<file path="src/rtl/sop_scan_pkg.sv">
// Shared types and constants for the SOP truth-table scanner.
package sop_scan_pkg;

  typedef enum logic [1:0] {
    IDLE   = 2'd0,
    SETTLE = 2'd1,
    SAMPLE = 2'd2,
    DONE   = 2'd3
  } scan_state_e;

  localparam int unsigned VEC_W   = 4;
  localparam int unsigned TABLE_W = 16;
  localparam int unsigned ONES_W  = 5;

  // Reference truth tables of F = A(CD + B) + BC' with the enable high / low.
  localparam logic [TABLE_W-1:0] SOP_F_TABLE_E1 = 16'hF830;
  localparam logic [TABLE_W-1:0] SOP_F_TABLE_E0 = 16'h0000;

endpackage

</file>
<file path="src/rtl/scan_settle_counter.sv">
// Per-vector settle counter; tc_c flags the last settle cycle.
module scan_settle_counter #(
  parameter int unsigned SETTLE_CYCLES = 2,
  parameter int unsigned CNT_W         = 4
) (
  input  logic clk,
  input  logic rst,
  input  logic clr,
  input  logic en,
  output logic tc_c
);

  localparam logic [CNT_W-1:0] TC_VAL = CNT_W'(SETTLE_CYCLES - 1);

  logic [CNT_W-1:0] cnt_q;

  always_ff @(posedge clk or posedge rst) begin
    if (rst)      cnt_q <= '0;
    else if (clr) cnt_q <= '0;
    else if (en)  cnt_q <= cnt_q + CNT_W'(1);
  end

  assign tc_c = (cnt_q == TC_VAL);

endmodule

</file>
<file path="src/rtl/sop_truth_table_scanner.sv">
// Walks all 16 ABCD vectors through the SOP datapath, captures F into a
// truth table, counts the ones and compares against an expected table.
module sop_truth_table_scanner
  import sop_scan_pkg::*;
#(
  parameter int unsigned SETTLE_CYCLES = 2,
  parameter int unsigned CNT_W         = 4
) (
  input  logic               clk,
  input  logic               rst,
  input  logic               start,
  input  logic               abort,
  input  logic               en_mode,
  input  logic [TABLE_W-1:0] exp_table,
  input  logic               f_in,
  output logic [VEC_W-1:0]   abcd_out,
  output logic               e_out,
  output logic               busy,
  output logic               done,
  output logic [TABLE_W-1:0] table_out,
  output logic [ONES_W-1:0]  ones_cnt,
  output logic               pass
);

  scan_state_e        state_q, state_d;
  logic [VEC_W-1:0]   abcd_d;
  logic               e_d, busy_d, done_d, pass_d;
  logic [TABLE_W-1:0] table_d;
  logic [ONES_W-1:0]  ones_d;
  logic               cnt_clr, cnt_en, cnt_tc_c;

  scan_settle_counter #(
    .SETTLE_CYCLES (SETTLE_CYCLES),
    .CNT_W         (CNT_W)
  ) u_settle (
    .clk  (clk),
    .rst  (rst),
    .clr  (cnt_clr),
    .en   (cnt_en),
    .tc_c (cnt_tc_c)
  );

  always_ff @(posedge clk or posedge rst) begin
    if (rst) begin
      state_q   <= IDLE;
      abcd_out  <= '0;
      e_out     <= 1'b0;
      busy      <= 1'b0;
      done      <= 1'b0;
      table_out <= '0;
      ones_cnt  <= '0;
      pass      <= 1'b0;
    end else begin
      state_q   <= state_d;
      abcd_out  <= abcd_d;
      e_out     <= e_d;
      busy      <= busy_d;
      done      <= done_d;
      table_out <= table_d;
      ones_cnt  <= ones_d;
      pass      <= pass_d;
    end
  end

  // Next state and next register values. pass is computed on the edge that
  // enters DONE, with the final sample merged in, so it is valid with done.
  always_comb begin
    state_d = state_q;
    abcd_d  = abcd_out;
    e_d     = e_out;
    table_d = table_out;
    ones_d  = ones_cnt;
    pass_d  = pass;
    done_d  = 1'b0;
    cnt_clr = 1'b0;
    cnt_en  = 1'b0;

    case (state_q)
      IDLE: begin
        abcd_d = '0;
        e_d    = 1'b0;
        if (start) begin
          e_d     = en_mode;
          table_d = '0;
          ones_d  = '0;
          pass_d  = 1'b0;
          cnt_clr = 1'b1;
          state_d = SETTLE;
        end
      end
      SETTLE: begin
        if (abort) begin
          abcd_d  = '0;
          e_d     = 1'b0;
          cnt_clr = 1'b1;
          state_d = IDLE;
        end else if (cnt_tc_c) begin
          cnt_clr = 1'b1;
          state_d = SAMPLE;
        end else begin
          cnt_en = 1'b1;
        end
      end
      SAMPLE: begin
        if (abort) begin
          abcd_d  = '0;
          e_d     = 1'b0;
          cnt_clr = 1'b1;
          state_d = IDLE;
        end else begin
          table_d[abcd_out] = f_in;
          ones_d = ones_cnt + ONES_W'(f_in);
          if (&abcd_out) begin
            done_d  = 1'b1;
            pass_d  = (table_d == exp_table);
            state_d = DONE;
          end else begin
            abcd_d  = abcd_out + VEC_W'(1);
            state_d = SETTLE;
          end
        end
      end
      DONE: begin
        abcd_d  = '0;
        e_d     = 1'b0;
        state_d = IDLE;
      end
      default: state_d = IDLE;
    endcase

    busy_d = (state_d == SETTLE) || (state_d == SAMPLE);
  end

endmodule

</file>
<file path="config.mk">
export PLATFORM = sky130hd
export DESIGN_NAME = sop_truth_table_scanner
export DESIGN_NICKNAME = d
export VERILOG_FILES = /design/src/rtl/sop_scan_pkg.sv /design/src/rtl/scan_settle_counter.sv /design/src/rtl/sop_truth_table_scanner.sv
export SDC_FILE = /design/constraint.sdc
export NUM_CORES = 1
export LEC_CHECK = 0
export ABC_AREA = 1
export CORE_MARGIN = 2
export CORE_UTILIZATION = 46
export DETAILED_ROUTE_END_ITERATION = 16
export PLACE_DENSITY = 0.73
export SETUP_SLACK_MARGIN = 0.1
export SLEW_MARGIN = 20
export SYNTH_ARGS = -nofsm -noshare
export SYNTH_HDL_FRONTEND = slang
export SYNTH_SLANG_ARGS = --single-unit
</file>
<file path="constraint.sdc">
create_clock -name clk -period 4.55 [get_ports clk]
set_input_delay 1.365 -clock clk [delete_from_list [all_inputs] [get_ports clk]]
set_output_delay 1.365 -clock clk [all_outputs]
set_load 0.01 [all_outputs]
</file>
==> metrics.md, run 1 <==
| Metric | Value |
|---|---|
| Setup TNS Final | 0 ps |
| Detailed Route WL | 6.244 mm |
| DR iter-0 viols | around 170 |
| Routed len/inst | 13.46 um |
| Top cells by area, synth | dfrtp_1 (35%), nand2_1 (13%), nand3_1 (11%) |
| Outcome | completed |
| Non-filler cells in the finished layout | approximately 460 |
| CP Launch Type | flop |
| IO Pins | slightly above 50 |
| Max Slew Vio Count | 0 |
| Total congestion overflow | 0 |
| Nets | roughly 430 |
| Critical path arrival | approximately 1800 ps |
| Slowest stage delay, CP | 800 ps |
| Num CTS Buffers | 5 |
| CP Capture Type | output pin |
| GP Congestion | 0.8847 |
| Final HPWL DP | between 4 and 5 mm |
| Most frequent cell after synthesis | nand2_1 |
| Clock skew | 7.718 ps |
| First-pass GRT wire length | approximately 10 mm |
| Clk slew on worst S/H paths | ~80 ps |
| Async set-reset flop share out of synthesis | 100.0% |
| Initial antenna violation count | 0 |
| Syn_nets | 385 |
| Number of max-cap violations | 0 |
| PortBufs | 50 |
| Die height | 77.91 um |
| N_diodes | 0 |
| Initial core utilization | between 40% and 50% |
| Fmax | ~320 MHz |
| All-Layer GR Usage | roughly a fifth |
| Worst-case clock buffer depth | 2 |
| CP Cell Sequence | clkdlybuf4s50_1 |
| Gate Count Post-Synth | between 300 and 400 |
| Post-synth EDFFs | 0 |
| DR pass1 iterations | 4 |
| Final Hold Slack | 525.6 ps |
| Cell Rows | 26 |
| Core Footprint | 0.005205 mm^2 |
| Die width | around 80 um |
| Antenna-violating nets left | 0 |
| Final setup fails | 0 |
| Req. time, crit path | approximately 3200 ps |
| RSZ-0062 raised after global routing | false |
| Post-CTS resize count | 0 |
| Setup Buffers After CTS | 0 |
| Worst Path Buf+Inv | 1 |
| Clk root buf | clkbuf_8 |
| Netlist cell types | 32 |
| Synth top area share | 34.86% |
| Syn. warnings | 0 |
| Top_reg_cell synth | dfrtp_1 |
| P_leak | roughly 1.5 nW |
| Residual DRC | 0 |
| Die area | approximately 0.0061 mm^2 |
| Crit-path leading delay family | flip-flops |
| Yosys reg bits | 35 |
| CTS tree | built |
| CP max-delay cell | dfrtp_1 |
| VDD IR max | 298.5 uV |
| # clock sinks | 35 |
| Vias per std cell | roughly 5.3 |
| Mapped cell area | 0.002512 mm^2 |
| Setup Crit Path Kind | reg -> out |
| Sequential area share after synthesis | approximately a third |
| Clock Latency Late Sink | approximately 290 ps |
| Cells after DPL | between 400 and 500 |
| Via Count | 2464 |
| Synthesized area per cell | approximately 7.2 um^2 |
| Tmin final | approximately 3100 ps |
| Post-route clock period utilization | around 70% |
| # hold bufs at CTS | 0 |
| Most frequent cells after synthesis | nand2_1 (85), nand3_1 (53), inv_1 (48), dfrtp_1 (35), nor2_1 (24) |
| Fraction of layout cells with a size suffix above 1 | around 6.3% |
| Dominant cell type by area after synthesis | dfrtp_1 |
| Slew margin rel. | around 53% |
| Slew at the pin with the worst max-slew slack | 707.4 ps |
| H-tree Lvls | 2 |
| Largest net degree at the start of global routing | 36 |
| Pwr dens | about 270 mW/mm^2 |
| Area Growth Syn to Fin | 23.90% |
| Final hold viol count | 0 |
| Critical path peak fanout | 19 |
| Vias in the first global route | approximately 2300 |
| Hold Path Class | reg -> reg |
## metrics by stage
stage          power, mW  cell area (um^2)  setup WS [ps]  util [%]
2_1_floorplan     0.5398              2512           2298         -
6_report          0.8535              3113           1421     59.81
3_5_place_dp      0.6289              3024           1225     58.10
3_3_place_gp      0.6241              3024           1280     58.10
5_1_grt           0.9044              3113           1344     59.81
4_1_cts           0.8617              3113           1433     59.81
## worst reg2reg max path, cell delays in order (launching register included)
cell	delay (ps)
dfrtp_1	410
inv_1	130
ha_1	270
inv_2	70
nor2_4	180
nand2_2	270
nor2_1	240
nand2_1	80
nor2_1	120
nand2_1	60
nor2_1	90
nand3_1	70
nand2_1	60
## state kept, by name, summed over array words and instances, names as in the netlist
| signal | count |
|---|---|
| abcd_out | 4 |
| busy | 1 |
| done | 1 |
| e_out | 1 |
| ones_cnt | 5 |
| pass | 1 |
| state_q | 2 |
| table_out | 16 |
| u_settle.cnt_q | 4 |
## kinds of logic (layout without fill, tap and decap cells)
family                     after synthesis  in the layout  share of synthesized area (%)
and+or+nand+nor                        191            191                          34.81
adders and majority gates               16             16                          7.968
muxes                                    1              1                         0.3984
DFF                                     35             35                          34.86
AOI/OAI and AO/OA                       34             34                          8.964
buffers and inverters                   65            112                          11.25
xor gates and xnor gates                 5              5                          1.743
## cells in the final DEF (no fill, tap or decap), drive strengths merged, types with 5 or more instances in the layout
master and count:
nand4 13, clkbuf 5, nor2 28, nand3 53, o21ai 11, dfrtp 35
o22ai 15, inv 53, nand2 88, ha 16, clkdlybuf4s50 50
## power breakdown
| part | total, mW | internal [mW] | switching [mW] |
|---|---|---|---|
| registers | 0.344 | 0.330 | 0.0141 |
| clock network | 0.231 | 0.107 | 0.125 |
| logic | 0.278 | 0.102 | 0.176 |
## routing by layer
metal	global-route usage [%]	routed length (um)
met5	0	0
met4	5.965	74
met3	3.605	336
met2	36.98	3082
met1	27.13	2750
## layout make-up
cell class,instances,area (um^2)
Clock buffer,5,68.82
Inverter,53,198.9
Fill cell,484,2092
Clock inverter,3,20.02
Sequential cell,35,875.8
Tap cell,70,87.58
Multi-Input combinational cell,247,1354
Timing Repair Buffer,51,508.0
## final timing paths
kind / from / end / slack [ps] / cells past startpoint
worst max register to register: state_q[0] / pass / 2430 / 12
min in group asynchronous: rst / u_settle.cnt_q[1] / 1480 / 3
worst max-delay path: abcd_out[2] / abcd_out[2] / 1420 / 1
worst min register to register: e_out / e_out / 530 / 2
max in group asynchronous: rst / table_out[0] / 2740 / 3
worst min-delay path: e_out / e_out / 530 / 2
(Power assumes the default switching activity.)
==> run 2: changes to the inputs <==
--- a/config.mk
+++ b/config.mk
@@ -9,7 +9,7 @@
 export CORE_MARGIN = 2
 export CORE_UTILIZATION = 46
 export DETAILED_ROUTE_END_ITERATION = 16
-export PLACE_DENSITY = 0.73
+export PLACE_DENSITY = 0.76
 export SETUP_SLACK_MARGIN = 0.1
 export SLEW_MARGIN = 20
 export SYNTH_ARGS = -nofsm -noshare
==> constraint.sdc (replaced) <==
create_clock -name clk -period 2.59 [get_ports clk]
set_input_delay 0.777 -clock clk [delete_from_list [all_inputs] [get_ports clk]]
set_output_delay 0.777 -clock clk [all_outputs]
set_load 0.01 [all_outputs]
==> metrics.md, run 2 (synthesized netlist as in run 1, its figures left out) <==
| Metric | Value |
|---|---|
| P_leak | 1.501 nW (+2.7%) |
| Final hold viol count | 0 (unchanged) |
| Post-CTS resize count | 0 (unchanged) |
| Worst Setup EP | pass |
| Setup Buffers After CTS | 0 (unchanged) |
| Largest net degree at the start of global routing | 36 (unchanged) |
| Final instance area | 0.003173 mm^2 (+1.9%) |
| Initial core utilization | 48.27% (unchanged) |
| Residual DRC | 0 (unchanged) |
| PortBufs | 50 (unchanged) |
| Clock skew | 7.531 ps (-0.1868 ps) |
| Die area | 0.006069 mm^2 (unchanged) |
| Nets | 437 (+1.4%) |
| Die height | 77.91 um (unchanged) |
| VDD IR max | 502.6 uV (+68%) |
| CP max-delay cell | clkdlybuf4s50_1 |
| Top reg by flops | table_out |
| Max reg flops | 16 (unchanged) |
| Reg-to-Reg End | pass |
| Slowest stage delay, CP | 540 ps (-260 ps) |
| Critical path peak fanout | 13 (-6) |
| Reg2reg start | abcd_out[0] |
| Final HPWL DP | 4.778 mm (+1.2%) |
| Max Slew Vio Count | 0 (unchanged) |
| DR iter-0 viols | 288 (+70%) |
| Commonest non-fill, non-tap cell in the layout | nand2_1 |
| Post-route clock period utilization | between 80 and 90% |
| Vias per std cell | 5.366 (+1.0%) |
| Final setup fails | 0 (unchanged) |
| Outcome | completed |
| CP dominant cell by count | nand2_1 |
| H-tree Lvls | 2 (unchanged) |
| Tmin final | ~2200 ps |
| Hold Path Class | reg -> reg |
| Fmax | between 400 and 500 MHz |
| Clock Latency Late Sink | 300 ps (about the same) |
| Worst r2r path cells | 12 (unchanged) |
| CP Launch Type | input port |
| Worst Path Buf+Inv | 2 (+1) |
| Clk slew on worst S/H paths | 80 ps (about the same) |
| Slew at the pin with the worst max-slew slack | 456.4 ps (-251.0 ps) |
| Setup Crit Path Kind | in -> reg |
| Via Count | 2522 (+2.4%) |
| Num CTS Buffers | 5 (unchanged) |
| Most frequent cells in the layout | nand2_1 (85), nand3_1 (53), clkdlybuf4s50_1 (50), inv_1 (48), dfrtp_1 (35) |
| CP Capture Type | flop |
| Number of max-cap violations | 0 (unchanged) |
| Pwr dens | 498.5 mW/mm^2 (+82%) |
| Total congestion overflow | 0 (unchanged) |
| Crit-path leading delay family | simple AND/OR/NAND/NOR gates |
| Initial antenna violation count | 0 (unchanged) |
| Placed instance area | 0.003069 mm^2 (+1.5%) |
| All-Layer GR Usage | 22.64% (+1.4 points) |
| Detailed Route WL | 6.503 mm (+4.1%) |
| Biggest regs | table_out: 16 flops, ones_cnt: 5 flops |
| IO Pins | 51 (unchanged) |
| DR pass1 iterations | 5 (+1) |
| Cell Rows | 26 (unchanged) |
| CTS tree | built |
| R2r setup slk | 610 ps (-1820 ps) |
| CP Cell Sequence | clkdlybuf4s50_1, inv_2, nand4_1, nand3_1, nand2_1, nor2_1, nand2_1, nor2_1, nand3_1, nand2_1 |
| Critical path arrival | 2410 ps (+650 ps) |
| Worst-case clock buffer depth | 2 (unchanged) |
| First-pass GRT wire length | 10.88 mm (+4.7%) |
| Req. time, crit path | 2840 ps (-340 ps) |
| Core Footprint | 0.005205 mm^2 (unchanged) |
| Setup TNS Final | 0 ps (unchanged) |
| RSZ-0062 raised after global routing | false |
| # hold bufs at CTS | 0 (unchanged) |
| Routed len/inst | 13.84 um (+2.8%) |
| Area Growth Syn to Fin | 26.29% |
| N_diodes | 0 (unchanged) |
| GP Congestion | 0.8942 (+1.1%) |
| Worst setup path start | f_in |
| Clk root buf | clkbuf_8 |
| Slew margin rel. | 69.57% (+17 points) |
| Vias in the first global route | 2302 (-0.22%) |
| Fraction of layout cells with a size suffix above 1 | 7.750% (+1.4 points) |
| Antenna-violating nets left | 0 (unchanged) |
| # clock sinks | 35 (unchanged) |
| Die width | 77.91 um (unchanged) |
| CP Depth | 10 (+9) |
==> run 2: changes by cell type in the layout (fill, tap and decap cells not counted) <==
cell / previous run / this run
buf_4: 1 / 7
clkinv_2: 1 / 0
clkbuf_8: 5 / 7
clkinvlp_4: 2 / 1
==> run 2: report_power, final <==
part           switching [mW]  internal (mW)  leakage (nW)
clock network           0.223          0.242        0.0505
logic                   0.317          0.193         0.967
registers              0.0264          0.580         0.484
total                   0.566           1.02          1.50
==> run 2: worst register-to-register path, stage by stage (launching register included) <==
cell and delay [ps]:
dfrtp_1 470, inv_1 180, ha_1 410, inv_1 70
nor2_1 140, nand2_1 80, nand3_1 80, nand2_1 80
nor2_1 100, nand2_1 60, nor2_1 100, nand3_1 90
nand2_1 70
==> run 2: layout make-up <==
type                    instances  area (um^2)
flip-flops and latches         35        875.8
well taps                      70        87.58
fillers                       457         2032
clock inverters                 1        7.507
repair buffers                 57        553.0
clock buffers                   7        96.34
multi-input cells             247         1354
inverters                      53        198.9
==> run 2: how the worst min path moves through the flow <==
stage,from,end,slack (ps),cells after the start
2_1_floorplan,u_settle.cnt_q[3],u_settle.cnt_q[3],510,2
3_3_place_gp,pass,pass,490,2
3_5_place_dp,e_out,e_out,500,2
4_1_cts,e_out,e_out,520,2
5_1_grt,e_out,e_out,570,2
6_report,pass,pass,510,2
==> run 2: stage by stage <==
stage | instances | hold slack, ps | utilization, % | power (mW) | worst slack (ps)
3_5_place_dp | 462 | 502.1 | 58.97 | 1.125 | 144.9
4_1_cts | 470 | 520.9 | 60.96 | 1.590 | 422.3
3_3_place_gp | 462 | 489.1 | 58.97 | 1.113 | 186.0
5_1_grt | 470 | 567.0 | 60.96 | 1.686 | 322.3
6_report | 470 | 507.7 | 60.96 | 1.582 | 426.6
2_1_floorplan | 347 | 505.3 | - | 0.9483 | 926.3
==> run 2: per-layer routing <==
| layer | global-route usage [%] | wire length [um] | vias to the layer above |
|---|---|---|---|
| li1 | - | - | 1249 |
| met1 | 28.98 | 2901 | 1161 |
| met2 | 37.16 | 3060 | 98 |
| met3 | 5.349 | 417 | 14 |
| met4 | 8.421 | 123 | 0 |
| met5 | 0 | 0 | - |
==> run 3: changes to the inputs <==
--- a/config.mk
+++ b/config.mk
@@ -9,7 +9,7 @@
 export CORE_MARGIN = 2
 export CORE_UTILIZATION = 46
 export DETAILED_ROUTE_END_ITERATION = 16
-export PLACE_DENSITY = 0.76
+export PLACE_DENSITY = 0.73
 export SETUP_SLACK_MARGIN = 0.1
 export SLEW_MARGIN = 20
 export SYNTH_ARGS = -nofsm -noshare
==> constraint.sdc (replaced) <==
create_clock -name clk -period 2.2 [get_ports clk]
set_input_delay 0.66 -clock clk [delete_from_list [all_inputs] [get_ports clk]]
set_output_delay 0.66 -clock clk [all_outputs]
set_load 0.01 [all_outputs]
==> metrics.md, run 3 (synthesized netlist as in run 1, its figures left out) <==
| Metric | Value |
|---|---|
| Worst r2r path cells | 12 (unchanged) |
| Outcome | completed |
| Met1 GRT Util | 26.77% (-2.2 points) |
| IO Pins | 51 (unchanged) |
| Cell Rows | 26 (unchanged) |
| Utilization after layout | 61.90% (+0.94 points) |
| Area Growth Syn to Fin | 28.24% |
| CP Cell Sequence | clkdlybuf4s50_1 |
| Total congestion overflow | 0 (unchanged) |
| RSZ-0062 raised after global routing | false |
| Via Count | 2532 (+0.40%) |
| Worst setup path start | abcd_out[0] |
| Initial core utilization | 48.27% (unchanged) |
| Detailed Route WL | 6.358 mm (-2.2%) |
| Setup Crit Path Kind | reg -> out |
| CP Depth | 1 (-9) |
| Core Footprint | 0.005205 mm^2 (unchanged) |
| Fmax | 499.7 MHz |
| # clock sinks | 35 (unchanged) |
| N_diodes | 0 (unchanged) |
| PortBufs | 50 (unchanged) |
| CP Capture Type | output pin |
| Reg2reg start | abcd_out[0] |
| Critical path peak fanout | 7 (-6) |
| Clock Latency Late Sink | 290 ps (about the same) |
| Overall Power | 1.954 mW (+24%) |
| Num CTS Buffers | 5 (unchanged) |
| Top reg by flops | table_out |
| DR pass1 iterations | 5 (unchanged) |
| Clock skew | 7.328 ps (-0.2026 ps) |
| Routed len/inst | 13.44 um (-2.8%) |
| Pwr dens | 606.3 mW/mm^2 (+22%) |
| Final setup fails | 0 (unchanged) |
| H-tree Lvls | 2 (unchanged) |
| Grt met3 use | 4.651% (-0.70 points) |
| Slew at the pin with the worst max-slew slack | 467.8 ps (+11.41 ps) |
| Place WS | -86.43 ps (-231.4 ps) |
| Vias per std cell | 5.353 (-0.24%) |
| CP Launch Type | flop |
| Commonest non-fill, non-tap cell in the layout | nand2_1 |
| Nets | 440 (+0.69%) |
| Critical path arrival | 1340 ps (-1070 ps) |
| Antenna-violating nets left | 0 (unchanged) |
| VDD IR max | 516.4 uV (+2.7%) |
| Initial antenna violation count | 0 (unchanged) |
| Die width | 77.91 um (unchanged) |
| Post-route clock period utilization | roughly nine tenths |
| Max Slew Vio Count | 0 (unchanged) |
| Max reg flops | 16 (unchanged) |
| CTS tree | built |
| Final worst slack | 198.8 ps (-227.8 ps) |
| Largest net degree at the start of global routing | 36 (unchanged) |
| Gr busiest metal | met2 |
| Fraction of layout cells with a size suffix above 1 | 8.685% (+0.93 points) |
| Reg-to-Reg End | pass |
| Die height | 77.91 um (unchanged) |
| Most frequent cells in the layout | nand2_1 (85), nand3_1 (53), clkdlybuf4s50_1 (49), inv_1 (48), dfrtp_1 (35) |
| Clk root buf | clkbuf_8 |
| Crit-path leading delay family | buffers and inverters |
| Final hold viol count | 0 (unchanged) |
| Vias in the first global route | 2416 (+5.0%) |
| P_leak | 1.535 nW (+2.3%) |
| Worst Setup EP | abcd_out[0] |
| Clk slew on worst S/H paths | 80 ps (about the same) |
| R2r setup slk | 370 ps (-240 ps) |
| First-pass GRT wire length | 10.70 mm (-1.7%) |
| M2 GR Usage | 38.97% (+1.8 points) |
| Number of max-cap violations | 0 (unchanged) |
| Slew margin rel. | 68.81% (-0.76 points) |
| GP Congestion | 0.9217 (+3.1%) |
| Tmin final | ~2000 ps |
| FILL cells | 478 (+4.6%) |
| Die area | 0.006069 mm^2 (unchanged) |
| Biggest regs | table_out: 16 flops, ones_cnt: 5 flops |
| Slowest stage delay, CP | 580 ps (+40 ps) |
| CP max-delay cell | clkdlybuf4s50_1 |
| Final HPWL DP | 4.710 mm (-1.4%) |
| Worst Path Buf+Inv | 1 (-1) |
| All-Layer GR Usage | 22.03% (-0.61 points) |
| Hold Path Class | reg -> reg |
| DR iter-0 viols | 228 (-21%) |
| Req. time, crit path | 1540 ps (-1300 ps) |
| Residual DRC | 0 (unchanged) |
| Worst-case clock buffer depth | 2 (unchanged) |
## run 3: layer usage
layer / vias to the layer above / share of wire, %
li1: 1254 / -
met1: 1164 / 43
met2: 99 / 50
met3: 15 / 5.9
met4: 0 / 1.8
met5: - / 0
## run 3: timing repair
| item | 4_1_cts | 5_1_grt |
|---|---|---|
| resized for setup | 0 | 2 |
| hold buffers | 0 | 0 |
| endpoints found under the setup margin | 0 | 2 |
| setup buffers | 0 | 0 |
## run 3: layout make-up
type / count / area (um^2) / area share (%)
Clock buffer: 5 / 68.82 / 2.136
Tap cell: 70 / 87.58 / 2.718
Multi-Input combinational cell: 247 / 1356 / 42.10
Inverter: 53 / 198.9 / 6.175
Sequential cell: 35 / 875.8 / 27.18
Clock inverter: 3 / 43.79 / 1.359
Timing Repair Buffer: 60 / 590.6 / 18.33
## run 3: worst min path at each step
stage | start | to | depth (start not counted)
2_1_floorplan | u_settle.cnt_q[3] | u_settle.cnt_q[3] | 2
6_report | e_out | e_out | 2
3_5_place_dp | e_out | e_out | 2
5_1_grt | e_out | e_out | 2
4_1_cts | e_out | e_out | 2
3_3_place_gp | e_out | e_out | 2
## run 3: per-stage QoR
| stage | TNS, ps | std cells | hold slack [ps] | area (um^2) |
|---|---|---|---|---|
| 5_1_grt | 0 | 473 | 528.8 | 3222 |
| 3_5_place_dp | -130.5 | 465 | 504.7 | 3104 |
| 3_3_place_gp | -46.32 | 465 | 496.9 | 3104 |
| 6_report | 0 | 473 | 520.3 | 3222 |
| 2_1_floorplan | 0 | 347 | 505.3 | 2512 |
| 4_1_cts | 0 | 473 | 524.5 | 3217 |
## run 3: worst reg2reg max path, cell delays in order (launching register included)
cell and delay [ps]:
dfrtp_1 470, inv_1 180, ha_2 330, inv_1 60
nor2_1 130, nand2_1 90, nand3_1 70, nand2_1 60
nor2_1 110, nand2_1 60, nor2_1 80, nand3_1 60
nand2_1 70
## run 3: where the power goes
group / leakage (nW) / internal [mW] / switching (mW) / total, mW
Sequential: 0.484 / 0.683 / 0.0303 / 0.713
Clock: 0.0581 / 0.337 / 0.252 / 0.589
Combinational: 0.993 / 0.273 / 0.378 / 0.651
